==> src/rtl/dom_and_sched.sv <==
// Round-robin sequencer sharing one registered 2-share DOM-independent AND gadget
// between N_REQ requesters; every share-carrying register is wiped between operations.
module dom_and_sched #(
    parameter int N_REQ = 4,
    parameter int W     = 8,
    parameter int IDW   = $clog2(N_REQ)
) (
    input  logic               clk,
    input  logic               rst_n,
    input  logic [N_REQ-1:0]   req_valid,
    output logic [N_REQ-1:0]   req_ready,
    input  logic [N_REQ*W-1:0] req_ax,
    input  logic [N_REQ*W-1:0] req_bx,
    input  logic [N_REQ*W-1:0] req_ay,
    input  logic [N_REQ*W-1:0] req_by,
    input  logic               rnd_valid,
    output logic               rnd_ready,
    input  logic [W-1:0]       rnd_data,
    output logic               resp_valid,
    input  logic               resp_ready,
    output logic [IDW-1:0]     resp_id,
    output logic [W-1:0]       resp_aq,
    output logic [W-1:0]       resp_bq
);

    typedef enum logic [2:0] {
        S_IDLE = 3'd0,
        S_RND  = 3'd1,
        S_MUL  = 3'd2,
        S_COMP = 3'd3,
        S_RESP = 3'd4,
        S_CLR  = 3'd5
    } state_t;

    state_t         state_q, state_d;
    logic [IDW-1:0] rr_ptr_q, rr_ptr_d;
    logic [IDW-1:0] id_q, id_d;
    logic [W-1:0]   ax_q, ax_d, bx_q, bx_d, ay_q, ay_d, by_q, by_d, z_q, z_d;
    logic [W-1:0]   t0_q, t0_d, t1_q, t1_d, t2_q, t2_d, t3_q, t3_d;
    logic [W-1:0]   aq_q, aq_d, bq_q, bq_d;
    logic           grant_found_s;
    logic [IDW-1:0] grant_idx_s;
    logic [IDW-1:0] cand_s;
    logic           wipe_s;

    // Round-robin search starting just after the previous winner, with wrap.
    always_comb begin
        grant_found_s = 1'b0;
        grant_idx_s   = '0;
        cand_s        = rr_ptr_q;
        for (int k = 0; k < N_REQ; k++) begin
            if (cand_s == IDW'(N_REQ - 1)) begin
                cand_s = '0;
            end else begin
                cand_s = cand_s + 1'b1;
            end
            if (!grant_found_s && req_valid[cand_s]) begin
                grant_found_s = 1'b1;
                grant_idx_s   = cand_s;
            end else begin
                grant_found_s = grant_found_s;
            end
        end
    end

    // Sequencer next-state, datapath and handshake outputs.
    always_comb begin
        state_d    = state_q;
        rr_ptr_d   = rr_ptr_q;
        id_d       = id_q;
        ax_d       = ax_q;
        bx_d       = bx_q;
        ay_d       = ay_q;
        by_d       = by_q;
        z_d        = z_q;
        t0_d       = t0_q;
        t1_d       = t1_q;
        t2_d       = t2_q;
        t3_d       = t3_q;
        aq_d       = aq_q;
        bq_d       = bq_q;
        wipe_s     = 1'b0;
        req_ready  = '0;
        rnd_ready  = 1'b0;
        resp_valid = 1'b0;
        case (state_q)
            S_IDLE: begin
                // Only the winner's slot is routed into the operand registers.
                if (rst_n && grant_found_s) begin
                    req_ready[grant_idx_s] = 1'b1;
                    ax_d     = req_ax[grant_idx_s*W +: W];
                    bx_d     = req_bx[grant_idx_s*W +: W];
                    ay_d     = req_ay[grant_idx_s*W +: W];
                    by_d     = req_by[grant_idx_s*W +: W];
                    id_d     = grant_idx_s;
                    rr_ptr_d = grant_idx_s;
                    state_d  = S_RND;
                end else begin
                    state_d = S_IDLE;
                end
            end
            S_RND: begin
                rnd_ready = 1'b1;
                if (rnd_valid) begin
                    z_d     = rnd_data;
                    state_d = S_MUL;
                end else begin
                    state_d = S_RND;
                end
            end
            S_MUL: begin
                // Cross terms are refreshed with Z before they are ever combined.
                t0_d    = ax_q & ay_q;
                t1_d    = (ax_q & by_q) ^ z_q;
                t2_d    = (bx_q & ay_q) ^ z_q;
                t3_d    = bx_q & by_q;
                state_d = S_COMP;
            end
            S_COMP: begin
                aq_d    = t0_q ^ t1_q;
                bq_d    = t2_q ^ t3_q;
                state_d = S_RESP;
            end
            S_RESP: begin
                resp_valid = 1'b1;
                if (resp_ready) begin
                    wipe_s  = 1'b1;
                    state_d = S_CLR;
                end else begin
                    state_d = S_RESP;
                end
            end
            S_CLR: begin
                wipe_s  = 1'b1;
                state_d = S_IDLE;
            end
            default: begin
                wipe_s  = 1'b1;
                state_d = S_IDLE;
            end
        endcase
        // Zeroing on entry to CLR keeps the share registers at 0 for that whole cycle.
        if (wipe_s) begin
            ax_d = '0;
            bx_d = '0;
            ay_d = '0;
            by_d = '0;
            z_d  = '0;
            t0_d = '0;
            t1_d = '0;
            t2_d = '0;
            t3_d = '0;
            aq_d = '0;
            bq_d = '0;
        end else begin
            wipe_s = 1'b0;
        end
    end

    // State, pointer and share registers with synchronous active-low reset.
    always_ff @(posedge clk) begin
        if (!rst_n) begin
            state_q  <= S_IDLE;
            rr_ptr_q <= IDW'(N_REQ - 1);
            id_q     <= '0;
            ax_q     <= '0;
            bx_q     <= '0;
            ay_q     <= '0;
            by_q     <= '0;
            z_q      <= '0;
            t0_q     <= '0;
            t1_q     <= '0;
            t2_q     <= '0;
            t3_q     <= '0;
            aq_q     <= '0;
            bq_q     <= '0;
        end else begin
            state_q  <= state_d;
            rr_ptr_q <= rr_ptr_d;
            id_q     <= id_d;
            ax_q     <= ax_d;
            bx_q     <= bx_d;
            ay_q     <= ay_d;
            by_q     <= by_d;
            z_q      <= z_d;
            t0_q     <= t0_d;
            t1_q     <= t1_d;
            t2_q     <= t2_d;
            t3_q     <= t3_d;
            aq_q     <= aq_d;
            bq_q     <= bq_d;
        end
    end

    assign resp_id = id_q;
    assign resp_aq = aq_q;
    assign resp_bq = bq_q;

endmodule

==> config.mk <==
export PLATFORM = sky130hd
export DESIGN_NAME = dom_and_sched
export DESIGN_NICKNAME = d
export VERILOG_FILES = /design/src/rtl/dom_and_sched.sv
export SDC_FILE = /design/constraint.sdc
export NUM_CORES = 1
export LEC_CHECK = 0
export CAP_MARGIN = 5
export CORE_MARGIN = 2
export CORE_UTILIZATION = 41
export DETAILED_ROUTE_END_ITERATION = 8
export GPL_ROUTABILITY_DRIVEN = 0
export GPL_TIMING_DRIVEN = 0
export PLACE_DENSITY_LB_ADDON = 0.05
export SYNTH_ARGS = -nofsm -noshare
export SYNTH_HDL_FRONTEND = slang
export SYNTH_SLANG_ARGS = --single-unit
export TNS_END_PERCENT = 5
==> constraint.sdc <==
create_clock -name clk -period 3.4 [get_ports clk]
set_clock_uncertainty 0.2 [all_clocks]
set_input_delay 1.02 -clock clk [delete_from_list [all_inputs] [get_ports clk]]
set_output_delay 1.02 -clock clk [all_outputs]
set_load 0.01 [all_outputs]
==> metrics.csv, run 1 <==
metric;value;unit
multi-input logic area;2704;sq um
status;finished, violations left;
Worst VDD drop;0.2382;mV
post-route clock period utilization;103.0;%
max_slew headroom;46.95;%
Worst path max stage delay;460;ps
Synth Area per Inst;8.138;sq um
drt initial violations;465;
Detail Route Antenna Nets;0;
post-DP HPWL;12500;um
Hold Worst Slack;265.5;ps
Yosys cell types;43;
Site Rows;39;
Worst Hold Launch;t3_q[5];
min-delay worst type;flip-flop to flip-flop;
violated checks;DRC, setup timing;
Synth area leader;dfxtp_1;
IO Count;168;
DP Area;6788;sq um
clock slew at reported path FFs;70;ps
starting density of the core;42.47;%
hold-fix buffers at CTS;0;
via count;5057;
Total Neg Setup Slack;-288.9;ps
ys flop type;dfxtp_1;
DRC viols;2;
GRT Total Usage;25.02;%
P&R area growth vs syn;48.94;%
CP Class;primary input to output pin;
Antenna diodes;0;
Critical Path Start Type;primary input;
top cells by count, synth;nand2_1 (101), dfxtp_1 (95), o21ai_0 (65);
Least-Margin Pin Slew;793.7;ps
post-synthesis sequential area ratio;38.88;%
placed cell count;911;
post-route setup slack;-102.8;ps
largest cells by area after synthesis;dfxtp_1 (39%), nand2_1 (7.8%), o21ai_0 (6.7%);
clk buf depth;2;
final hold vios;0;
Clk Latency, worst-skew pair;340;ps
CTS buffer count;9;
RSZ-0062 raised after global routing;true;
Die Y;113.2;um
die area;12820;sq um
worst path cell trace;buf_4, or4_4, or4b_4, buf_8, buf_4, nor3_4, buf_2;
Critical-path top delay cell;or4b_4;
register bit count reported by yosys;95;
Layout fillers;1015;
Post-Syn Area;4891;sq um
worst setup path start;req_valid[1];
part of the power in the clock network;30.0;%
syn nets;746;
met1 Use GR;31.45;%
sequential share of power;39.5;%
pre-CTS WS;-1510;ps
initial antenna violation count;0;
Net Sw Power;1.043;mW
worst path arrival time;2280;ps
number of flops mapped to enable cells by yosys;0;
switching part of the total;32.01;%
most common cell in the netlist;nand2_1;
Die X;113.2;um
R2R Path Start;rr_ptr_q[0];
final non-filler cell area;7284;sq um
number of H-tree levels;3;
Core Box Area;11520;sq um
Cell Pwr Density;447.1;nW/um^2
I/O Buffers;167;
Setup crit end kind;output pin;
max cap viols;0;
most frequent CP cell;buf_4;
share of cells above drive strength 1;10.97;%
fmax;0.2855;GHz
fin crit period;3503;ps
YS warnings;0;
GR Util met2;42.71;%
Int Pwr;2.214;mW
most used routing layer;met2;
number of global-route vias before repair;5130;
Vias/cell;5.351;
grt ovf;0;
total wire length;16170;um
critical path data required time;2180;ps
Combinational Power Share;30.4;%
Finished Layout Cells;945;
met3 Resource Use GR;4.339;%
global-route wire length before repair;25520;um
CTS Sinks;95;
Pre-antenna DRT Iters;7;
leak pwr;2.866;nW
Root Driver;clkbuf_16;
Slew Limit Fails;0;
drt wl/cell;17.11;um
Reg area;1906;sq um
worst-path maximum fanout;4;
Gate Count Post-Synth;601;
CTS tree;built;
Async SR Flop Fraction;0;%
top cell type's share of synthesized area;38.88;%
pin count of the biggest net entering global routing;19;
final net count;942;
final setup vio count;3;
state kept, by name (all words and copies together) (netlist names), 3 cells and up:
signal / flops
ax_q: 8
ay_q: 8
bx_q: 8
by_q: 8
resp_aq: 8
resp_bq: 8
t0_q: 8
t1_q: 8
t2_q: 8
t3_q: 8
z_q: 8
state_q: 3
critical path: cells and delay by family:
kind                   cells  cell delay (ps)
AND/OR/NAND/NOR            3              730
buffers and inverters      4              540
placed cells by master, fill, tap and decap left out, types with 9 or more instances in the layout:
| cell type | n |
|---|---|
| a311oi_1 | 19 |
| dfxtp_1 | 94 |
| clkbuf_16 | 9 |
| clkbuf_1 | 35 |
| o21ai_0 | 64 |
| xor2_1 | 16 |
| clkdlybuf4s50_1 | 158 |
| buf_2 | 9 |
| inv_1 | 33 |
| a21oi_1 | 20 |
| nand3_1 | 16 |
| buf_4 | 21 |
| a311oi_2 | 13 |
| nor2_1 | 45 |
| nand2_1 | 101 |
| a211oi_1 | 32 |
| buf_6 | 9 |
| xnor2_1 | 16 |
| o211a_1 | 32 |
through the flow:
stage,utilization [%],power [mW]
2_1_floorplan,-,1.794
3_3_place_gp,58.94,2.156
3_5_place_dp,58.94,2.177
4_1_cts,63.17,3.246
5_1_grt,63.26,3.390
6_report,63.26,3.257
power by group through the flow:
stage | Sequential (mW) | Clock [mW] | Combinational [mW]
after floorplan | 1.28 | 0 | 0.512
after global placement | 1.31 | 0 | 0.850
after detailed placement | 1.31 | 0 | 0.867
after CTS | 1.29 | 0.983 | 0.977
after global routing | 1.30 | 1.03 | 1.07
final | 1.29 | 0.978 | 0.991
worst paths after layout:
| check | end | slack, ps | cells after the start |
|---|---|---|---|
| max | req_ready[3] | -100 | 7 |
| min | t3_q[5] | 270 | 2 |
| max reg2reg | by_q[2] | 610 | 9 |
| min reg2reg | t3_q[5] | 270 | 2 |
per-layer routing:
layer  share of wire, %  routed length [um]
met5                  0                   0
met4                2.6                 424
met3                6.3                1014
met2                 47                7639
met1                 44                7087
cell type report:
type,instances,area share (%)
multi-input cells,422,37.12
flip-flops and latches,95,26.16
repair buffers,189,25.54
clock buffers,9,3.092
plain buffers,47,3.057
well taps,143,2.456
inverters,33,1.700
clock inverters,7,0.8760
timing repair:
item                                    CTS  global route
endpoints found under the setup margin   14             4
cloned                                    1             0
pin swaps                                 6             5
gates resized for setup                  58             8
buffers inserted                         18             4
cell families after synthesis:
logic type,after synthesis,synth area share [%]
compound gates,192,29.39
simple gates,189,16.81
fa+ha+maj,1,0.2558
flops,95,38.88
xor+xnor,32,5.730
mux,8,1.637
buf+inv,84,7.291
No activity file was read; power rests on OpenSTA's default activity.
==> run 2, diff against run 1 <==
- RECOVER_POWER: unset -> 50
- SETUP_SLACK_MARGIN: unset -> 0.1
==> run 2 against run 1 <==
Effect of this change:
- the flow still finishes with violations (DRC, setup timing)
- first-iteration DRC count shrank 4.7%
- sequential power about the same
- maximum frequency down 3.4%
- register-to-register slack got worse by 70 ps
- flip-flop and latch count unchanged
- routed wire length shrank 1.7%
- die area stayed put
- combinational power shrank 3.3%
- clock-buffer cell count unchanged
- non-clock buffer count is the same
- worst setup slack lost 120 ps
- clock power up 0.5%
- critical endpoint is now req_ready[0]
==> metrics.csv, run 2 (synthesized netlist as in run 1, its figures left out) <==
metric;value;unit;change
CP Class;primary input to output pin;;
worst setup path start;req_valid[0];;
Cell Pwr Density;445.2;nW/um^2;-0.44%
Finished Layout Cells;945;;unchanged
IO Count;168;;unchanged
Least-Margin Pin Slew;785.6;ps;-8.088 ps
Core Box Area;11520;sq um;unchanged
pre-CTS WS;-1510;ps;unchanged
worst path arrival time;2410;ps;+130 ps
DR top layer;met4;;
DRC viols;2;;unchanged
GRT Total Usage;24.82;%;-0.20 points
final net count;942;;unchanged
worst-path maximum fanout;4;;unchanged
Vias/cell;5.378;;+0.49%
I/O Buffers;167;;unchanged
most common cell after layout, fill and taps aside;clkdlybuf4s50_1;;
leak pwr;2.902;nW;+1.3%
clk buf depth;2;;unchanged
Die Y;113.2;um;unchanged
Worst R2R Setup Slack;540;ps;-70 ps
most frequent CP cell;buf_6;;
Detail Route Antenna Nets;0;;unchanged
total wire length;15900;um;-1.7%
placed cell count;911;;unchanged
max_slew headroom;47.49;%;+0.54 points
Worst Hold Launch;t3_q[5];;
CTS buffer count;9;;unchanged
number of global-route vias before repair;5090;;-0.78%
post-route setup slack;-225.6;ps;-122.8 ps
Total Neg Setup Slack;-720.8;ps;-431.8 ps
Critical-path top delay cell;or4_4;;
share of cells above drive strength 1;10.85;%;-0.12 points
Critical Path Start Type;primary input;;
Slew Limit Fails;0;;unchanged
fmax;0.2758;GHz;-3.4%
Root Driver;clkbuf_16;;
Pre-antenna DRT Iters;7;;unchanged
post-route clock period utilization;106.6;%;+3.6 points
final hold vios;0;;unchanged
grt ovf;0;;unchanged
number of H-tree levels;3;;unchanged
drt initial violations;443;;-4.7%
initial antenna violation count;0;;unchanged
pin count of the biggest net entering global routing;19;;unchanged
clock slew at reported path FFs;70;ps;about the same
CTS tree;built;;
final non-filler cell area;7253;sq um;-0.43%
global-route wire length before repair;25350;um;-0.65%
met2 WL;7416;um;-2.9%
Layout fillers;1014;;-0.099%
Setup crit end kind;output pin;;
multi-input logic area;2696;sq um;-0.28%
final setup vio count;4;;+1
worst path cell trace;buf_6, or4_4, or4b_4, buf_8, a21oi_4, buf_6, and2_4, buf_6;;
Worst path max stage delay;520;ps;+60 ps
drt wl/cell;16.82;um;-1.7%
Die X;113.2;um;unchanged
violated checks;DRC, setup timing;;
critical path data required time;2180;ps;about the same
CTS Sinks;95;;unchanged
RSZ-0062 raised after global routing;true;;
share of the core filled with cells;62.98;%;-0.27 points
die area;12820;sq um;unchanged
status;finished, violations left;;
Site Rows;39;;unchanged
Antenna diodes;0;;unchanged
min-delay worst type;flip-flop to flip-flop;;
P&R area growth vs syn;48.30;%;
starting density of the core;42.47;%;unchanged
DP Area;6788;sq um;unchanged
power consumption;3.229;mW;-0.87%
R2R Path Start;rr_ptr_q[0];;
Hold Worst Slack;265.9;ps;+0.4200 ps
post-DP HPWL;12500;um;unchanged
detailed-routing wirelength on met1;7179;um;+1.3%
Worst VDD drop;0.2382;mV;about the same
via count;5082;;+0.49%
most frequent cells in the layout;clkdlybuf4s50_1 (139), nand2_1 (101), dfxtp_1 (94);;
Clk Latency, worst-skew pair;340;ps;about the same
fin crit period;3626;ps;+122.8 ps
metal3 WL;893;um;-12%
max cap viols;0;;unchanged
Reg area;1906;sq um;unchanged
## run 2: layout make-up
type / instances / area share, %
Multi-Input combinational cell: 422 / 37.17
Sequential cell: 95 / 26.27
Timing Repair Buffer: 187 / 25.01
Buffer: 49 / 3.381
Clock buffer: 9 / 3.105
Tap cell: 143 / 2.467
Inverter: 33 / 1.708
Clock inverter: 7 / 0.8798
## run 2: metal layers
| layer | global-route usage [%] | vias up |
|---|---|---|
| met4 | 9.350 | 0 |
| li1 | - | 2512 |
| met1 | 32.15 | 2357 |
| met2 | 41.44 | 184 |
| met3 | 4.285 | 29 |
| met5 | 0 | - |
## run 2: final timing paths
path                            depth (start not counted)           end
worst min register to register                          2       t3_q[5]
worst max-delay path                                    8  req_ready[0]
worst max register to register                         10       by_q[2]
worst min-delay path                                    2       t3_q[5]
## run 2: critical path, delay by kind of cell
| family | cells | cell delay (ps) |
|---|---|---|
| compound gates | 1 | 40 |
| buf+inv | 4 | 450 |
| simple gates | 3 | 890 |
## run 2: power breakdown
group	leakage (nW)	total, mW	switching [mW]	internal, mW
registers	0.776	1.29	0.0838	1.20
clock network	0.136	0.983	0.472	0.512
logic	1.99	0.958	0.482	0.476
total	2.90	3.23	1.04	2.19
## run 2: what timing repair did
item	CTS	global route
buffers inserted	14	6
setup endpoints to repair	33	4
resized for setup	50	14
endpoints found under the hold margin	0	0
pin swaps	4	6
hold buffers	0	0
